[src/rtl/e203_exu_eai_csr_bridge_pkg.sv]
// Shared definitions for the EAI CSR bridge.
// Contents: the data widths, the timeout counter width, the FSM state
// encoding, the latched-request record and the request-compare helper.
package e203_exu_eai_csr_bridge_pkg;

    localparam int E203_XLEN       = 32;
    localparam int E203_CSR_ADDR_W = 12;
    localparam int EAI_TMO_CNT_W   = 8;

    typedef enum logic [1:0] {
        ST_IDLE = 2'd0,
        ST_CMD  = 2'd1,
        ST_RSP  = 2'd2,
        ST_DONE = 2'd3
    } eai_state_e;

    // One CSR request, exactly as the requester presents it.
    typedef struct packed {
        logic [E203_CSR_ADDR_W-1:0] addr;
        logic                       wr;
        logic [E203_XLEN-1:0]       wdata;
    } eai_req_t;

    // A retried request is the same request only if every field matches.
    function automatic logic req_match(input eai_req_t a, input eai_req_t b);
        return (a == b);
    endfunction

endpackage

[src/rtl/e203_exu_eai_csr_bridge_if.sv]
// Signal bundle between the CSR requester, the bridge and the accelerator's
// CSR bus.
// Modports:
//   slave  - the bridge. It takes eai_csr_* requests and eai_err_clr.
//            It masters the eai_bus_cmd_* channel.
//            It consumes the eai_bus_rsp_* channel.
//   master - the environment: the requester plus the accelerator slave.
interface e203_exu_eai_csr_bridge_if;
    import e203_exu_eai_csr_bridge_pkg::*;

    logic                       eai_csr_valid;
    logic                       eai_csr_ready;
    logic [E203_CSR_ADDR_W-1:0] eai_csr_addr;
    logic                       eai_csr_wr;
    logic [E203_XLEN-1:0]       eai_csr_wdata;
    logic [E203_XLEN-1:0]       eai_csr_rdata;
    logic                       eai_bus_cmd_valid;
    logic                       eai_bus_cmd_ready;
    logic [E203_CSR_ADDR_W-1:0] eai_bus_cmd_addr;
    logic                       eai_bus_cmd_wr;
    logic [E203_XLEN-1:0]       eai_bus_cmd_wdata;
    logic                       eai_bus_rsp_valid;
    logic                       eai_bus_rsp_ready;
    logic [E203_XLEN-1:0]       eai_bus_rsp_rdata;
    logic                       eai_bus_rsp_err;
    logic                       eai_err_sticky;
    logic                       eai_err_clr;

    modport slave (
        input  eai_csr_valid, eai_csr_addr, eai_csr_wr, eai_csr_wdata,
               eai_bus_cmd_ready, eai_bus_rsp_valid, eai_bus_rsp_rdata,
               eai_bus_rsp_err, eai_err_clr,
        output eai_csr_ready, eai_csr_rdata, eai_bus_cmd_valid,
               eai_bus_cmd_addr, eai_bus_cmd_wr, eai_bus_cmd_wdata,
               eai_bus_rsp_ready, eai_err_sticky
    );

    modport master (
        output eai_csr_valid, eai_csr_addr, eai_csr_wr, eai_csr_wdata,
               eai_bus_cmd_ready, eai_bus_rsp_valid, eai_bus_rsp_rdata,
               eai_bus_rsp_err, eai_err_clr,
        input  eai_csr_ready, eai_csr_rdata, eai_bus_cmd_valid,
               eai_bus_cmd_addr, eai_bus_cmd_wr, eai_bus_cmd_wdata,
               eai_bus_rsp_ready, eai_err_sticky
    );

endinterface

[src/rtl/e203_exu_eai_csr_bridge_tmo_cnt.sv]
// Response-wait timeout counter for the EAI CSR bridge.
// Ports:
//   clk, rst_n - clock and async active-low reset
//   clr_i      - zero the count (new transaction)
//   en_i       - count this cycle (waiting for a response)
//   hit_o      - the current wait cycle is the TIMEOUT_CYC-th one
module e203_eai_tmo_cnt
    import e203_exu_eai_csr_bridge_pkg::*;
#(
    parameter int TIMEOUT_CYC = 255
) (
    input  logic clk,
    input  logic rst_n,
    input  logic clr_i,
    input  logic en_i,
    output logic hit_o
);

    localparam logic [EAI_TMO_CNT_W-1:0] CNT_MAX = {EAI_TMO_CNT_W{1'b1}};
    localparam logic [EAI_TMO_CNT_W-1:0] CNT_ONE = {{(EAI_TMO_CNT_W-1){1'b0}}, 1'b1};
    // The count starts at 0 on the first wait cycle. It therefore equals
    // TIMEOUT_CYC-1 on the TIMEOUT_CYC-th wait cycle. Firing then puts the
    // owner in its next state exactly TIMEOUT_CYC cycles after entry.
    localparam logic [EAI_TMO_CNT_W-1:0] HIT_AT  = EAI_TMO_CNT_W'(TIMEOUT_CYC - 1);

    logic [EAI_TMO_CNT_W-1:0] cnt_q;
    logic [EAI_TMO_CNT_W-1:0] cnt_d;

    // Next count: clear wins; otherwise increment and saturate at all-ones.
    always_comb begin
        cnt_d = cnt_q;
        if (clr_i) begin
            cnt_d = {EAI_TMO_CNT_W{1'b0}};
        end else if (en_i && (cnt_q != CNT_MAX)) begin
            cnt_d = cnt_q + CNT_ONE;
        end else begin
            cnt_d = cnt_q;
        end
    end

    // Count register.
    always_ff @(posedge clk or negedge rst_n) begin
        if (!rst_n) begin
            cnt_q <= {EAI_TMO_CNT_W{1'b0}};
        end else begin
            cnt_q <= cnt_d;
        end
    end

    assign hit_o = (cnt_q >= HIT_AT);

endmodule

[src/rtl/e203_exu_eai_csr_bridge.sv]
// EAI CSR bridge. It turns the ALU's single-cycle eai_csr_* request into one
// command/response transaction towards the accelerator's CSR bank.
// The result is held until the requester re-presents the same request.
// Faults set a sticky flag: error responses, timeouts and stray responses.
// Ports:
//   clk, rst_n - clock and async active-low reset
//   eai_if     - slave view of e203_exu_eai_csr_bridge_if
//   TIMEOUT_CYC parameter (1..255) - cycles to wait in RSP
module e203_exu_eai_csr_bridge
    import e203_exu_eai_csr_bridge_pkg::*;
#(
    parameter int TIMEOUT_CYC = 255
) (
    input  logic                          clk,
    input  logic                          rst_n,
    e203_exu_eai_csr_bridge_if.slave      eai_if
);

    eai_state_e           state_q, state_d;
    eai_req_t             req_q, req_d, req_in_s;
    logic [E203_XLEN-1:0] rdata_q, rdata_d;
    logic                 cmd_valid_q;
    logic                 rsp_ready_q;
    logic                 sticky_q, sticky_d;
    logic                 err_set_s;
    logic                 cnt_clr_s;
    logic                 tmo_hit_s;
    logic                 rsp_hs_s;
    logic                 req_match_s;

    assign req_in_s    = {eai_if.eai_csr_addr, eai_if.eai_csr_wr, eai_if.eai_csr_wdata};
    assign req_match_s = eai_if.eai_csr_valid & req_match(req_in_s, req_q);
    assign rsp_hs_s    = eai_if.eai_bus_rsp_valid & rsp_ready_q;

    e203_eai_tmo_cnt #(
        .TIMEOUT_CYC (TIMEOUT_CYC)
    ) u_tmo_cnt (
        .clk   (clk),
        .rst_n (rst_n),
        .clr_i (cnt_clr_s),
        .en_i  (state_q == ST_RSP),
        .hit_o (tmo_hit_s)
    );

    // FSM next state, request latch, result capture and fault detection.
    always_comb begin
        state_d   = state_q;
        req_d     = req_q;
        rdata_d   = rdata_q;
        cnt_clr_s = 1'b0;
        err_set_s = 1'b0;
        case (state_q)
            ST_IDLE: begin
                if (eai_if.eai_csr_valid) begin
                    req_d     = req_in_s;
                    cnt_clr_s = 1'b1;
                    state_d   = ST_CMD;
                end else begin
                    state_d   = ST_IDLE;
                end
                // A response with nothing outstanding is a late slave.
                err_set_s = rsp_hs_s;
            end
            ST_CMD: begin
                if (eai_if.eai_bus_cmd_ready) begin
                    state_d = ST_RSP;
                end else begin
                    state_d = ST_CMD;
                end
            end
            ST_RSP: begin
                // A response in the same cycle as the timeout still counts.
                if (rsp_hs_s) begin
                    rdata_d   = eai_if.eai_bus_rsp_err ? {E203_XLEN{1'b0}}
                                                       : eai_if.eai_bus_rsp_rdata;
                    err_set_s = eai_if.eai_bus_rsp_err;
                    state_d   = ST_DONE;
                end else if (tmo_hit_s) begin
                    rdata_d   = {E203_XLEN{1'b0}};
                    err_set_s = 1'b1;
                    state_d   = ST_DONE;
                end else begin
                    state_d   = ST_RSP;
                end
            end
            ST_DONE: begin
                err_set_s = rsp_hs_s;
                if (req_match_s) begin
                    state_d = ST_IDLE;
                end else if (eai_if.eai_csr_valid) begin
                    // A different request: drop the held result and restart.
                    req_d     = req_in_s;
                    cnt_clr_s = 1'b1;
                    state_d   = ST_CMD;
                end else begin
                    state_d = ST_DONE;
                end
            end
            default: begin
                state_d = ST_IDLE;
            end
        endcase
    end

    // Sticky fault flag: a new fault outranks a clear in the same cycle.
    always_comb begin
        sticky_d = sticky_q;
        if (err_set_s) begin
            sticky_d = 1'b1;
        end else if (eai_if.eai_err_clr) begin
            sticky_d = 1'b0;
        end else begin
            sticky_d = sticky_q;
        end
    end

    // State, latched request, captured data and registered bus handshakes.
    always_ff @(posedge clk or negedge rst_n) begin
        if (!rst_n) begin
            state_q     <= ST_IDLE;
            req_q       <= '0;
            rdata_q     <= {E203_XLEN{1'b0}};
            cmd_valid_q <= 1'b0;
            rsp_ready_q <= 1'b0;
            sticky_q    <= 1'b0;
        end else begin
            state_q     <= state_d;
            req_q       <= req_d;
            rdata_q     <= rdata_d;
            cmd_valid_q <= (state_d == ST_CMD);
            // Responses are accepted everywhere except CMD.
            rsp_ready_q <= (state_d != ST_CMD);
            sticky_q    <= sticky_d;
        end
    end

    assign eai_if.eai_csr_ready     = (state_q == ST_DONE) & req_match_s;
    assign eai_if.eai_csr_rdata     = rdata_q;
    assign eai_if.eai_bus_cmd_valid = cmd_valid_q;
    assign eai_if.eai_bus_cmd_addr  = req_q.addr;
    assign eai_if.eai_bus_cmd_wr    = req_q.wr;
    assign eai_if.eai_bus_cmd_wdata = req_q.wdata;
    assign eai_if.eai_bus_rsp_ready = rsp_ready_q;
    assign eai_if.eai_err_sticky    = sticky_q;

endmodule

[src/flat_wrapper.sv]
// flat-port wrapper written by rule: the top's interface ports become plain ports
module e203_exu_eai_csr_bridge_flat import e203_exu_eai_csr_bridge_pkg::*;
#(
    parameter int TIMEOUT_CYC = 255
)
  (clk, rst_n, eai_if_eai_csr_valid, eai_if_eai_csr_addr, eai_if_eai_csr_wr, eai_if_eai_csr_wdata, eai_if_eai_bus_cmd_ready, eai_if_eai_bus_rsp_valid, eai_if_eai_bus_rsp_rdata, eai_if_eai_bus_rsp_err, eai_if_eai_err_clr, eai_if_eai_csr_ready, eai_if_eai_csr_rdata, eai_if_eai_bus_cmd_valid, eai_if_eai_bus_cmd_addr, eai_if_eai_bus_cmd_wr, eai_if_eai_bus_cmd_wdata, eai_if_eai_bus_rsp_ready, eai_if_eai_err_sticky);
  e203_exu_eai_csr_bridge_if eai_if_i ();
  input  logic clk;
  input  logic rst_n;
  input wire logic [$bits(eai_if_i.eai_csr_valid)-1:0] eai_if_eai_csr_valid;
  input wire logic [$bits(eai_if_i.eai_csr_addr)-1:0] eai_if_eai_csr_addr;
  input wire logic [$bits(eai_if_i.eai_csr_wr)-1:0] eai_if_eai_csr_wr;
  input wire logic [$bits(eai_if_i.eai_csr_wdata)-1:0] eai_if_eai_csr_wdata;
  input wire logic [$bits(eai_if_i.eai_bus_cmd_ready)-1:0] eai_if_eai_bus_cmd_ready;
  input wire logic [$bits(eai_if_i.eai_bus_rsp_valid)-1:0] eai_if_eai_bus_rsp_valid;
  input wire logic [$bits(eai_if_i.eai_bus_rsp_rdata)-1:0] eai_if_eai_bus_rsp_rdata;
  input wire logic [$bits(eai_if_i.eai_bus_rsp_err)-1:0] eai_if_eai_bus_rsp_err;
  input wire logic [$bits(eai_if_i.eai_err_clr)-1:0] eai_if_eai_err_clr;
  output wire logic [$bits(eai_if_i.eai_csr_ready)-1:0] eai_if_eai_csr_ready;
  output wire logic [$bits(eai_if_i.eai_csr_rdata)-1:0] eai_if_eai_csr_rdata;
  output wire logic [$bits(eai_if_i.eai_bus_cmd_valid)-1:0] eai_if_eai_bus_cmd_valid;
  output wire logic [$bits(eai_if_i.eai_bus_cmd_addr)-1:0] eai_if_eai_bus_cmd_addr;
  output wire logic [$bits(eai_if_i.eai_bus_cmd_wr)-1:0] eai_if_eai_bus_cmd_wr;
  output wire logic [$bits(eai_if_i.eai_bus_cmd_wdata)-1:0] eai_if_eai_bus_cmd_wdata;
  output wire logic [$bits(eai_if_i.eai_bus_rsp_ready)-1:0] eai_if_eai_bus_rsp_ready;
  output wire logic [$bits(eai_if_i.eai_err_sticky)-1:0] eai_if_eai_err_sticky;
  assign eai_if_i.eai_csr_valid = eai_if_eai_csr_valid;
  assign eai_if_i.eai_csr_addr = eai_if_eai_csr_addr;
  assign eai_if_i.eai_csr_wr = eai_if_eai_csr_wr;
  assign eai_if_i.eai_csr_wdata = eai_if_eai_csr_wdata;
  assign eai_if_i.eai_bus_cmd_ready = eai_if_eai_bus_cmd_ready;
  assign eai_if_i.eai_bus_rsp_valid = eai_if_eai_bus_rsp_valid;
  assign eai_if_i.eai_bus_rsp_rdata = eai_if_eai_bus_rsp_rdata;
  assign eai_if_i.eai_bus_rsp_err = eai_if_eai_bus_rsp_err;
  assign eai_if_i.eai_err_clr = eai_if_eai_err_clr;
  assign eai_if_eai_csr_ready = eai_if_i.eai_csr_ready;
  assign eai_if_eai_csr_rdata = eai_if_i.eai_csr_rdata;
  assign eai_if_eai_bus_cmd_valid = eai_if_i.eai_bus_cmd_valid;
  assign eai_if_eai_bus_cmd_addr = eai_if_i.eai_bus_cmd_addr;
  assign eai_if_eai_bus_cmd_wr = eai_if_i.eai_bus_cmd_wr;
  assign eai_if_eai_bus_cmd_wdata = eai_if_i.eai_bus_cmd_wdata;
  assign eai_if_eai_bus_rsp_ready = eai_if_i.eai_bus_rsp_ready;
  assign eai_if_eai_err_sticky = eai_if_i.eai_err_sticky;
  e203_exu_eai_csr_bridge #(.TIMEOUT_CYC(TIMEOUT_CYC)) u_core (.clk(clk), .rst_n(rst_n), .eai_if(eai_if_i));
endmodule
[config.mk]
export PLATFORM = sky130hd
export DESIGN_NAME = e203_exu_eai_csr_bridge_flat
export DESIGN_NICKNAME = d
export VERILOG_FILES = /design/src/rtl/e203_exu_eai_csr_bridge_pkg.sv /design/src/rtl/e203_exu_eai_csr_bridge_if.sv /design/src/rtl/e203_exu_eai_csr_bridge_tmo_cnt.sv /design/src/rtl/e203_exu_eai_csr_bridge.sv /design/src/flat_wrapper.sv
export SDC_FILE = /design/constraint.sdc
export NUM_CORES = 1
export LEC_CHECK = 0
export CAP_MARGIN = 20
export CORE_MARGIN = 5
export CORE_UTILIZATION = 48
export DETAILED_ROUTE_END_ITERATION = 12
export GPL_ROUTABILITY_DRIVEN = 0
export PLACE_DENSITY = 0.85
export SETUP_SLACK_MARGIN = 0.05
export SLEW_MARGIN = 10
export SYNTH_ARGS = -nofsm -noshare
export SYNTH_HDL_FRONTEND = slang
export SYNTH_HIERARCHICAL = 1
export SYNTH_SLANG_ARGS = --single-unit
[constraint.sdc]
create_clock -name clk -period 3.3 [get_ports clk]
set_clock_uncertainty 0.15 [all_clocks]
set_input_delay 0.33 -clock clk [delete_from_list [all_inputs] [get_ports clk]]
set_output_delay 0.33 -clock clk [all_outputs]
set_load 0.02 [all_outputs]
; Word level (Yosys, flattened, before mapping)
; Index checks and enable logic that the tools add are counted.
[totals]
reg_bits = 90
inputBits = 84
out_inout_bits = 81
[classes]
n_addsub = 1
n_lt_le_gt_ge = 1
eq_ne = 8
muxes = 23
n_bitwise = 3
reduce_logical = 9
[ops]
columns = operator, count
row1 = two-way mux 32 bit, 3
row2 = two-way mux 45 bit, 2
row3 = one-hot mux 45 bit (2 select lines), 1
row4 = equality test 45 bit, 1
row5 = two-way mux 8 bit, 2
row6 = "adder 8 x 1 -> 8 bit, second input constant", 1
row7 = ">= comparator 8 bit, second input constant", 1
row8 = two-way mux 1 bit, 8
row9 = two-way mux 2 bit, 4
row10 = "!= test 8 bit, second input constant", 1
row11 = one-hot mux 2 bit (4 select lines), 1
row12 = nonzero test 2 bit, 4
row13 = "equality test 2 x 1 -> 1 bit, second input constant", 2
row14 = "equality test 2 bit, second input constant", 2
row15 = one-hot mux 1 bit (2 select lines), 2
row16 = AND reduction 2 bit, 2
row17 = bitwise AND 1 bit, 3
row18 = zero test 2 bit, 1
row19 = "!= test 2 x 1 -> 1 bit, second input constant", 1
row20 = "!= test 2 bit, second input constant", 1
row21 = OR reduction 2 bit, 1
row22 = logical AND 1 bit, 1

; Logic depth before layout (Yosys ltp)
; Gate-level depths: netlist of run 1.
[depth]
ltp_word = 5
ltp_mapped = 10

; By module
; Netlist of run 1, hierarchy kept.
[modules_own_cells]
columns = module, instances, cells_per_inst, area_per_inst_um2, seq_area_each_um2
row1 = e203_exu_eai_csr_bridge, 1, 333, 3802.4, 2052.0
row2 = e203_eai_tmo_cnt, 1, 52, 493.0, 200.2

; Worst setup path after synthesis of run 1
; No wires, ideal clock.
[synth_path]
path_type = reg-to-reg
start = register u_core.req_q (netlist bit u_core/eai_if.eai_bus_cmd_addr[1])
end = register u_core.u_tmo_cnt.cnt_q[4]
setup_ns = 0.082
t_arrival_ns = 1.939
setup_slack_ns = 1.129
stages_incl_launch_ff = 9
n_path_buf = 1
cell_sequence = dfrtp_1 xnor2_1 nand4_1 nor4_2 and3_1 o21ai_0 buf_1 o21bai_1 a31oi_1
[synth_between]
elab_chain_len = 5
[synth_lines]
columns = element, line
row1 = start: declaration, e203_exu_eai_csr_bridge.sv:20  ; eai_req_t req_q, req_d, req_in_s;
row2 = start signal: assignment, e203_exu_eai_csr_bridge.sv:128  ; req_q <= req_d;
row3 = equality test 45 bit *, e203_exu_eai_csr_bridge_pkg.sv:26  ; return (a == b);
row4 = bitwise AND 1 bit *, e203_exu_eai_csr_bridge.sv:32  ; assign req_match_s = eai_if.eai_csr_valid & req_match(req_in_s, req_q);
row5 = two-way mux 1 bit *, e203_exu_eai_csr_bridge.sv:88  ; if (req_match_s) begin
row6 = one-hot mux 1 bit (2 select lines) *, e203_exu_eai_csr_bridge.sv:52  ; case (state_q)
row7 = named net u_core.cnt_clr_s, e203_exu_eai_csr_bridge.sv:26  ; logic cnt_clr_s;
row8 = two-way mux 8 bit or nonzero test 2 bit (tied branches), -
row9 = end signal: assignment, e203_exu_eai_csr_bridge_tmo_cnt.sv:44  ; cnt_q <= {EAI_TMO_CNT_W{1'b0}};
row10 = end signal: assignment, e203_exu_eai_csr_bridge_tmo_cnt.sv:46  ; cnt_q <= cnt_d;
row11 = end: declaration, e203_exu_eai_csr_bridge_tmo_cnt.sv:26  ; logic [EAI_TMO_CNT_W-1:0] cnt_q;
; The timed path passes the listed nets; every way through them passes the cells marked *.
; A chain may end at the register's enable or synchronous reset.

; Worst setup path in the final report of run 1
[layout_path]
start = input eai_if_eai_csr_wdata[27]
end = output eai_if_eai_csr_ready
[layout_between]
elab_chain_len = 3
[layout_lines]
columns = element, line
row1 = start: declaration, flat_wrapper.sv:13  ; input wire logic [$bits(eai_if_i.eai_csr_wdata)-1:0] eai_if_eai_csr_wdata;
row2 = equality test 45 bit, e203_exu_eai_csr_bridge_pkg.sv:26
row3 = bitwise AND 1 bit, e203_exu_eai_csr_bridge.sv:32
row4 = bitwise AND 1 bit, e203_exu_eai_csr_bridge.sv:137  ; assign eai_if.eai_csr_ready = (state_q == ST_DONE) & req_match_s;
row5 = end: declaration, flat_wrapper.sv:19  ; output wire logic [$bits(eai_if_i.eai_csr_ready)-1:0] eai_if_eai_csr_ready;
; No other way between the ends.

==> results of run 1 <==
==> cell usage after synthesis (all sizes together) (2+ instances only) <==
master	n	area (µm²)
nand3b	2	15.0
buf	7	65.1
a21oi	10	50.1
mux2	46	522
nor3	6	30.0
ha	8	100
inv	7	26.3
clkbuf	10	37.5
o21ai	35	175
nand2	71	267
and4	2	20.0
dfrtp	90	2250
a211oi	4	30.0
a41oi	3	45.1
nand4	10	62.6
and3	4	25.0
nor2	5	18.8
xnor2	45	394
nand3	5	25.0
nor4	3	37.5
a21o	2	15.0
==> per-layer routing <==
layer | GRT usage [%] | up-vias
met5 | 0 | -
li1 | - | 1656
met2 | 31.2 | 134
met1 | 25.6 | 1620
met4 | 6.58 | 0
met3 | 7.03 | 12
==> placed cells by master (no fill, tap or decap), types with 2 or more instances in the layout <==
cell / n
clkdlybuf4s50_1: 162
dfrtp_1: 90
nand2_1: 71
xnor2_1: 45
mux2_1: 40
o21ai_0: 35
nand4_1: 10
a21oi_1: 10
clkbuf_8: 9
ha_1: 8
buf_4: 7
inv_1: 7
nor3_1: 6
nand3_1: 5
mux2_2: 5
nor2_1: 4
a211oi_1: 4
bufinv_16: 3
and3_1: 3
nor4_4: 2
nand3b_1: 2
a21o_1: 2
buf_12: 2
a41oi_1: 2
==> final timing paths <==
check                                                           startpoint                                              end  slack [ns]
min in group asynchronous                                            rst_n  u_core/eai_if.eai_bus_cmd_wdata[30]$_DFFE_PN0P_        0.41
max in group asynchronous                                            rst_n      u_core/eai_if.eai_csr_rdata[11]$_DFFE_PN0P_        2.21
max                                               eai_if_eai_csr_wdata[27]                             eai_if_eai_csr_ready        0.61
max reg2reg                u_core/eai_if.eai_bus_cmd_wdata[27]$_DFFE_PN0P_   u_core/eai_if.eai_bus_cmd_wdata[3]$_DFFE_PN0P_        0.73
min reg2reg                     u_core/eai_if.eai_csr_rdata[5]$_DFFE_PN0P_       u_core/eai_if.eai_csr_rdata[5]$_DFFE_PN0P_        0.33
min                             u_core/eai_if.eai_csr_rdata[5]$_DFFE_PN0P_       u_core/eai_if.eai_csr_rdata[5]$_DFFE_PN0P_        0.33
==> state kept, by name (all words and copies together) (netlist names) <==
register,count
u_core/eai_if.eai_bus_cmd_wdata,32
u_core/eai_if.eai_csr_rdata,32
u_core/eai_if.eai_bus_cmd_addr,12
u_core/u_tmo_cnt/cnt_q,8
u_core/state_q,2
u_core/eai_if.eai_bus_cmd_valid,1
u_core/eai_if.eai_bus_cmd_wr,1
u_core/eai_if.eai_bus_rsp_ready,1
u_core/eai_if.eai_err_sticky,1
==> kinds of logic after synthesis <==
kind of cell    Yosys count  share of synthesized area (%)
compound gates           61                           8.71
xor+xnor                 45                           9.18
fa+ha+maj                 8                           2.33
buf+inv                  24                           3.00
flops                    90                           52.4
mux                      46                           12.1
simple gates            111                           12.2
==> worst min-delay path, cell delays in order (launching register included) <==
cell and delay (ns):
dfrtp_1 0.35, nand2_1 0.05, o21ai_0 0.06
==> final cells by class <==
cell class,count,area (µm²),share of cell area [%]
Timing Repair Buffer,173,1740,27.5
Clock inverter,5,104,1.64
Inverter,7,26.3,0.416
Clock buffer,10,128,2.02
Multi-Input combinational cell,271,1940,30.6
Tap cell,108,135,2.14
Sequential cell,90,2250,35.7
==> what timing repair did <==
action / 4_1_cts / 5_1_grt
setup endpoints to repair: 0 / 1
hold endpoints to repair: 90 / 0
gates resized for setup: 0 / 4
hold buffers: 1 / 0
==> power groups by stage <==
stage | registers (mW) | clock network, mW | logic (mW)
2_1_floorplan | 2.49 | 0 | 1.04
3_3_place_gp | 1.95 | 0 | 2.82
3_5_place_dp | 1.99 | 0 | 2.88
4_1_cts | 1.97 | 0.897 | 2.89
5_1_grt | 2.04 | 0.938 | 3.08
6_report | 1.96 | 0.868 | 2.87
==> results.sh, run 1 <==
export IMPL_outcome="completed"
export IMPL_fin_setup_tns_ns=0
export IMPL_seq_area_frac_synth_pct=52.4
export IMPL_yosysWarnings=6
export IMPL_hpwl_mm=8.13
export IMPL_synth_cell_types=37
export IMPL_overflow=0
export IMPL_vias=3422
export IMPL_p_clk_share_pct=15.2
export IMPL_finalCriticalPeriod_ns=2.69
export IMPL_instances_no_fill=664
export IMPL_rsz0062_at_grt="no"
export IMPL_drtPass1Iterations=4
export IMPL_fin_ws_ns=0.607
export IMPL_slowest_stage="clkdlybuf4s50_1"
export IMPL_cts_buffer_depth=2
export IMPL_grt_first_pass_wirelength_mm=17.9
export IMPL_p_sw_mw=2.16
export IMPL_clk_latency_ns=0.35
export IMPL_rows=34
export IMPL_dpl_cell_area_um2=6050
export IMPL_postLayoutCoreUtil_pct=72.4
export IMPL_crit_arrival_ns=2.21
export IMPL_endpoint_kind="primary output"
export IMPL_pin_count=165
export IMPL_max_freq_ghz=0.371
export IMPL_cp_num_buf_inv=2
export IMPL_worst_pin_slew_ns=0.972
export IMPL_track_usage_pct=19.8
export IMPL_cell_internal_pwr_mw=3.54
export IMPL_crit_type="in2out"
export IMPL_crit_family="simple AND/OR/NAND/NOR gates"
export IMPL_num_antenna_cells=0
export IMPL_wirelength_mm=10.8
export IMPL_nets=644
export IMPL_cp_depth=7
export IMPL_dr_wl_met3_mm=1.02
export IMPL_ant_nets=0
export IMPL_crit_fanout=5
export IMPL_drive_above_1_share_pct=6.47
export IMPL_syn_area_per_cell_um2=11.2
export IMPL_powerDensity_nw_per_um2=903
export IMPL_cts_tree="yes"
export IMPL_wl_met1_mm=4.77
export IMPL_maxCapViolCount=0
export IMPL_post_cts_buffers=0
export IMPL_syn_to_final_growth_pct=47.1
export IMPL_ys_flop_type="dfrtp_1"
export IMPL_cts_sinks=90
export IMPL_clk_pin_slew_ns=0.08
export IMPL_wl_per_cell_um=16.2
export IMPL_slew_violations=0
export IMPL_finalCritPeriodShare_pct=81.6
export IMPL_synth_edf_count=0
export IMPL_numCtsBuffers=9
export IMPL_reg2reg_depth=7
export IMPL_nFillCells=632
export IMPL_initial_core_util_pct=49.3
export IMPL_drtIter0Drc=107
export IMPL_post_route_drc_count=0
export IMPL_setup_viol=0
export IMPL_placed_cells=648
export IMPL_start_kind="primary input"
export IMPL_vdd_drop_max_uv=404
export IMPL_grt_start_max_net_pins=91
export IMPL_power_frac_seq_pct=34.4
export IMPL_fin_total_pwr_mw=5.70
export IMPL_via_per_inst=5.15
export IMPL_relSlewSlack_pct=34.5
export IMPL_async_reset_ff_share_pct=100
export IMPL_path_cells="clkdlybuf4s50_1 -> xnor2_1 -> nand4_1 -> nor4_4 -> and3_2 -> and3_1 -> dlymetal6s2s_1"
export IMPL_cts_htree_levels=3
export IMPL_swShare_pct=37.9
export IMPL_die_w_um=105
export IMPL_synth_seq_cells=90
export IMPL_core_um2=8720
export IMPL_critical_path_max_stage_delay_ns=0.51
export IMPL_holdWs_ns=0.335
export IMPL_met2_length_mm=4.86
export IMPL_place_port_buffers=164
export IMPL_synth_nets=477
export IMPL_antenna_found_initial=0
export IMPL_die_h_um=105
export IMPL_hold_violations=0
export IMPL_p_comb_share_pct=50.4
export IMPL_root_buffer="clkbuf_8"
export IMPL_p_leak_nw=2.57
export IMPL_syn_inst=385
export IMPL_design_area_um2=6320
export IMPL_hp_class="reg2reg"
export IMPL_top_layer="met4"
export IMPL_die_area_um2=10900
export IMPL_dp_worst_setup_slack_ns=0.196
export IMPL_min_path_cells=2
export IMPL_synth_area_um2=4300
export IMPL_grt_pass1_vias=3588
export IMPL_cp_required_ns=2.82
(Power assumes the default switching activity.)
==> run 2: changes to the inputs <==
--- a/config.mk
+++ b/config.mk
@@ -7,10 +7,10 @@
 export LEC_CHECK = 0
 export CAP_MARGIN = 20
 export CORE_MARGIN = 5
-export CORE_UTILIZATION = 48
+export CORE_UTILIZATION = 44
 export DETAILED_ROUTE_END_ITERATION = 12
 export GPL_ROUTABILITY_DRIVEN = 0
-export PLACE_DENSITY = 0.85
+export PLACE_DENSITY = 0.78
 export SETUP_SLACK_MARGIN = 0.05
 export SLEW_MARGIN = 10
 export SYNTH_ARGS = -nofsm -noshare
==> constraint.sdc (replaced) <==
create_clock -name clk -period 2.5 [get_ports clk]
set_clock_uncertainty 0.15 [all_clocks]
set_input_delay 0.25 -clock clk [delete_from_list [all_inputs] [get_ports clk]]
set_output_delay 0.25 -clock clk [all_outputs]
set_load 0.02 [all_outputs]
==> run 2 against run 1 <==
Against the previous run:
- core utilization down 4.4 points
- critical path depth did not move
- sequential power increased by 31%
- cell area increased by 3.8%
- via count is 3.9% higher
- critical path type is now reg2out
- cell count increased by 8.3%
- combinational power rose by 46%
- largest power group unchanged
- hold slack got worse by 0.060 ns
- non-clock buffer count is 30 higher
- setup slack got worse by 0.52 ns
- clock power rose by 16%
==> results.sh, run 2 (synthesis results as in run 1) <==
export IMPL_outcome="completed"
export IMPL_crit_arrival_ns=2.01
export IMPL_crit_fanout=2
export IMPL_syn_to_final_growth_pct=52.7
export IMPL_overflow=0
export IMPL_clk_pin_slew_ns=0.08
export IMPL_vias=3557
export IMPL_crit_path_end="eai_if_eai_csr_ready"
export IMPL_grt_first_pass_wirelength_mm=17.8
export IMPL_met2_length_mm=5.18
export IMPL_slew_violations=0
export IMPL_design_area_um2=6560
export IMPL_num_antenna_cells=0
export IMPL_numCtsBuffers=9
export IMPL_root_buffer="clkbuf_8"
export IMPL_dr_wl_met3_mm=1.10
export IMPL_track_usage_pct=19.3
export IMPL_r2r_setup_slack_ns=0.20
export IMPL_top_layer="met4"
export IMPL_initial_core_util_pct=44.6
export IMPL_worst_path_most_repeated_cell="and3_1"
export IMPL_holdWs_ns=0.274
export IMPL_p_leak_nw=2.69
export IMPL_max_freq_ghz=0.414
export IMPL_ant_nets=0
export IMPL_endpoint_kind="primary output"
export IMPL_cts_tree="yes"
export IMPL_clk_latency_ns=0.35
export IMPL_dpl_cell_area_um2=6280
export IMPL_hpwl_mm=8.38
export IMPL_cp_num_buf_inv=2
export IMPL_rsz0062_at_grt="yes"
export IMPL_die_h_um=109
export IMPL_worstReg2RegEnd="u_core/eai_if.eai_bus_cmd_wdata[16]$_DFFE_PN0P_"
export IMPL_drtIter0Drc=168
export IMPL_fin_total_pwr_mw=7.75
export IMPL_wl_met1_mm=4.69
export IMPL_wl_per_cell_um=15.5
export IMPL_cts_sinks=90
export IMPL_die_area_um2=11800
export IMPL_finalCriticalPeriod_ns=2.41
export IMPL_cp_required_ns=2.10
export IMPL_slowest_stage="dfrtp_1"
export IMPL_r2r_start="u_core/eai_if.eai_bus_cmd_addr[1]$_DFFE_PN0P_"
export IMPL_post_route_drc_count=0
export IMPL_place_port_buffers=164
export IMPL_critical_path_max_stage_delay_ns=0.40
export IMPL_relSlewSlack_pct=66.7
export IMPL_reg2reg_depth=8
export IMPL_path_cells="xnor2_1 -> nand4_1 -> nor4_2 -> buf_4 -> and3_1 -> and3_1 -> buf_6"
export IMPL_hp_class="in2async"
export IMPL_cts_buffer_depth=2
export IMPL_grt_pass1_vias=3639
export IMPL_finalCritPeriodShare_pct=96.6
export IMPL_hold_violations=0
export IMPL_antenna_found_initial=0
export IMPL_cts_htree_levels=3
export IMPL_timing_critical_path_from="u_core/eai_if.eai_bus_cmd_addr[1]$_DFFE_PN0P_"
export IMPL_powerDensity_nw_per_um2=1180
export IMPL_wirelength_mm=11.1
export IMPL_final_cell_mix="162 x clkdlybuf4s50_1, 90 x dfrtp_1, 70 x nand2_1, 42 x xnor2_1, 40 x mux2_1"
export IMPL_die_w_um=109
export IMPL_vdd_drop_max_uv=530
export IMPL_worst_pin_slew_ns=0.500
export IMPL_maxCapViolCount=0
export IMPL_setup_viol=0
export IMPL_via_per_inst=4.95
export IMPL_nFillCells=777
export IMPL_final_common_cell="clkdlybuf4s50_1"
export IMPL_pin_count=165
export IMPL_rows=36
export IMPL_grt_start_max_net_pins=56
export IMPL_crit_family="simple AND/OR/NAND/NOR gates"
export IMPL_drtPass1Iterations=4
export IMPL_start_kind="flop"
export IMPL_cp_depth=7
export IMPL_nets=674
export IMPL_core_um2=9640
export IMPL_drive_above_1_share_pct=11.9
export IMPL_crit_type="reg2out"
==> run 2: changes by cell type in the layout (fill, tap and decap cells not counted), sizes merged <==
cell,change
dlymetal6s2s,-1
clkbuf,+3
buf,+31
clkinv,-1
bufinv,-2
==> run 2: metrics by stage <==
step | setup slack, ns | setup TNS (ns) | util [%] | instances
floorplan | 0.329 | 0 | - | 385
global placement | -0.424 | -3.38 | 65.1 | 698
detailed placement | -0.423 | -5.35 | 65.1 | 698
CTS | 0.0462 | 0 | 68.0 | 719
global route | -0.0798 | -0.0798 | 68.1 | 719
finish | 0.0855 | 0 | 68.1 | 719
==> run 2: cell type report <==
cell class                 count  area [µm²]  share of cell area, %
inverter                       7        26.3                  0.401
clock buffer                  13         169                   2.57
timing repair buffer         203        1960                   29.9
multi-input combinational    271        1950                   29.7
sequential                    90        2250                   34.3
tap                          133         166                   2.54
clock inverter                 2        35.0                  0.534
==> run 2: routing by layer <==
metal,GRT usage [%],vias to the layer above
met5,0,-
met4,6.40,0
met3,6.81,15
met2,30.7,152
met1,24.5,1663
li1,-,1727
==> run 2: worst min-delay path by stage <==
stage | slack [ns] | endpoint
2_1_floorplan | -0.20 | u_core/eai_if.eai_bus_cmd_addr[0]$_DFFE_PN0P_
3_3_place_gp | 0.1 | u_core/eai_if.eai_bus_cmd_wdata[1]$_DFFE_PN0P_
3_5_place_dp | 0.1 | u_core/eai_if.eai_bus_cmd_wdata[1]$_DFFE_PN0P_
4_1_cts | 0.26 | u_core/eai_if.eai_bus_cmd_wdata[1]$_DFFE_PN0P_
5_1_grt | 0.28 | u_core/eai_if.eai_csr_rdata[9]$_DFFE_PN0P_
6_report | 0.27 | u_core/eai_if.eai_bus_cmd_wdata[1]$_DFFE_PN0P_
==> run 2: what timing repair did <==
item | CTS | global route
cloned | 0 | 0
endpoints found under the setup margin | 1 | 2
pin swaps | 9 | 4
hold buffers | 1 | 0
endpoints found under the hold margin | 35 | 0
resized for setup | 9 | 1
buffers inserted | 5 | 0
==> run 2: report_power, final <==
group / switching, mW / internal (mW)
clock network: 0.474 / 0.538
logic: 1.97 / 2.21
registers: 0.468 / 2.09
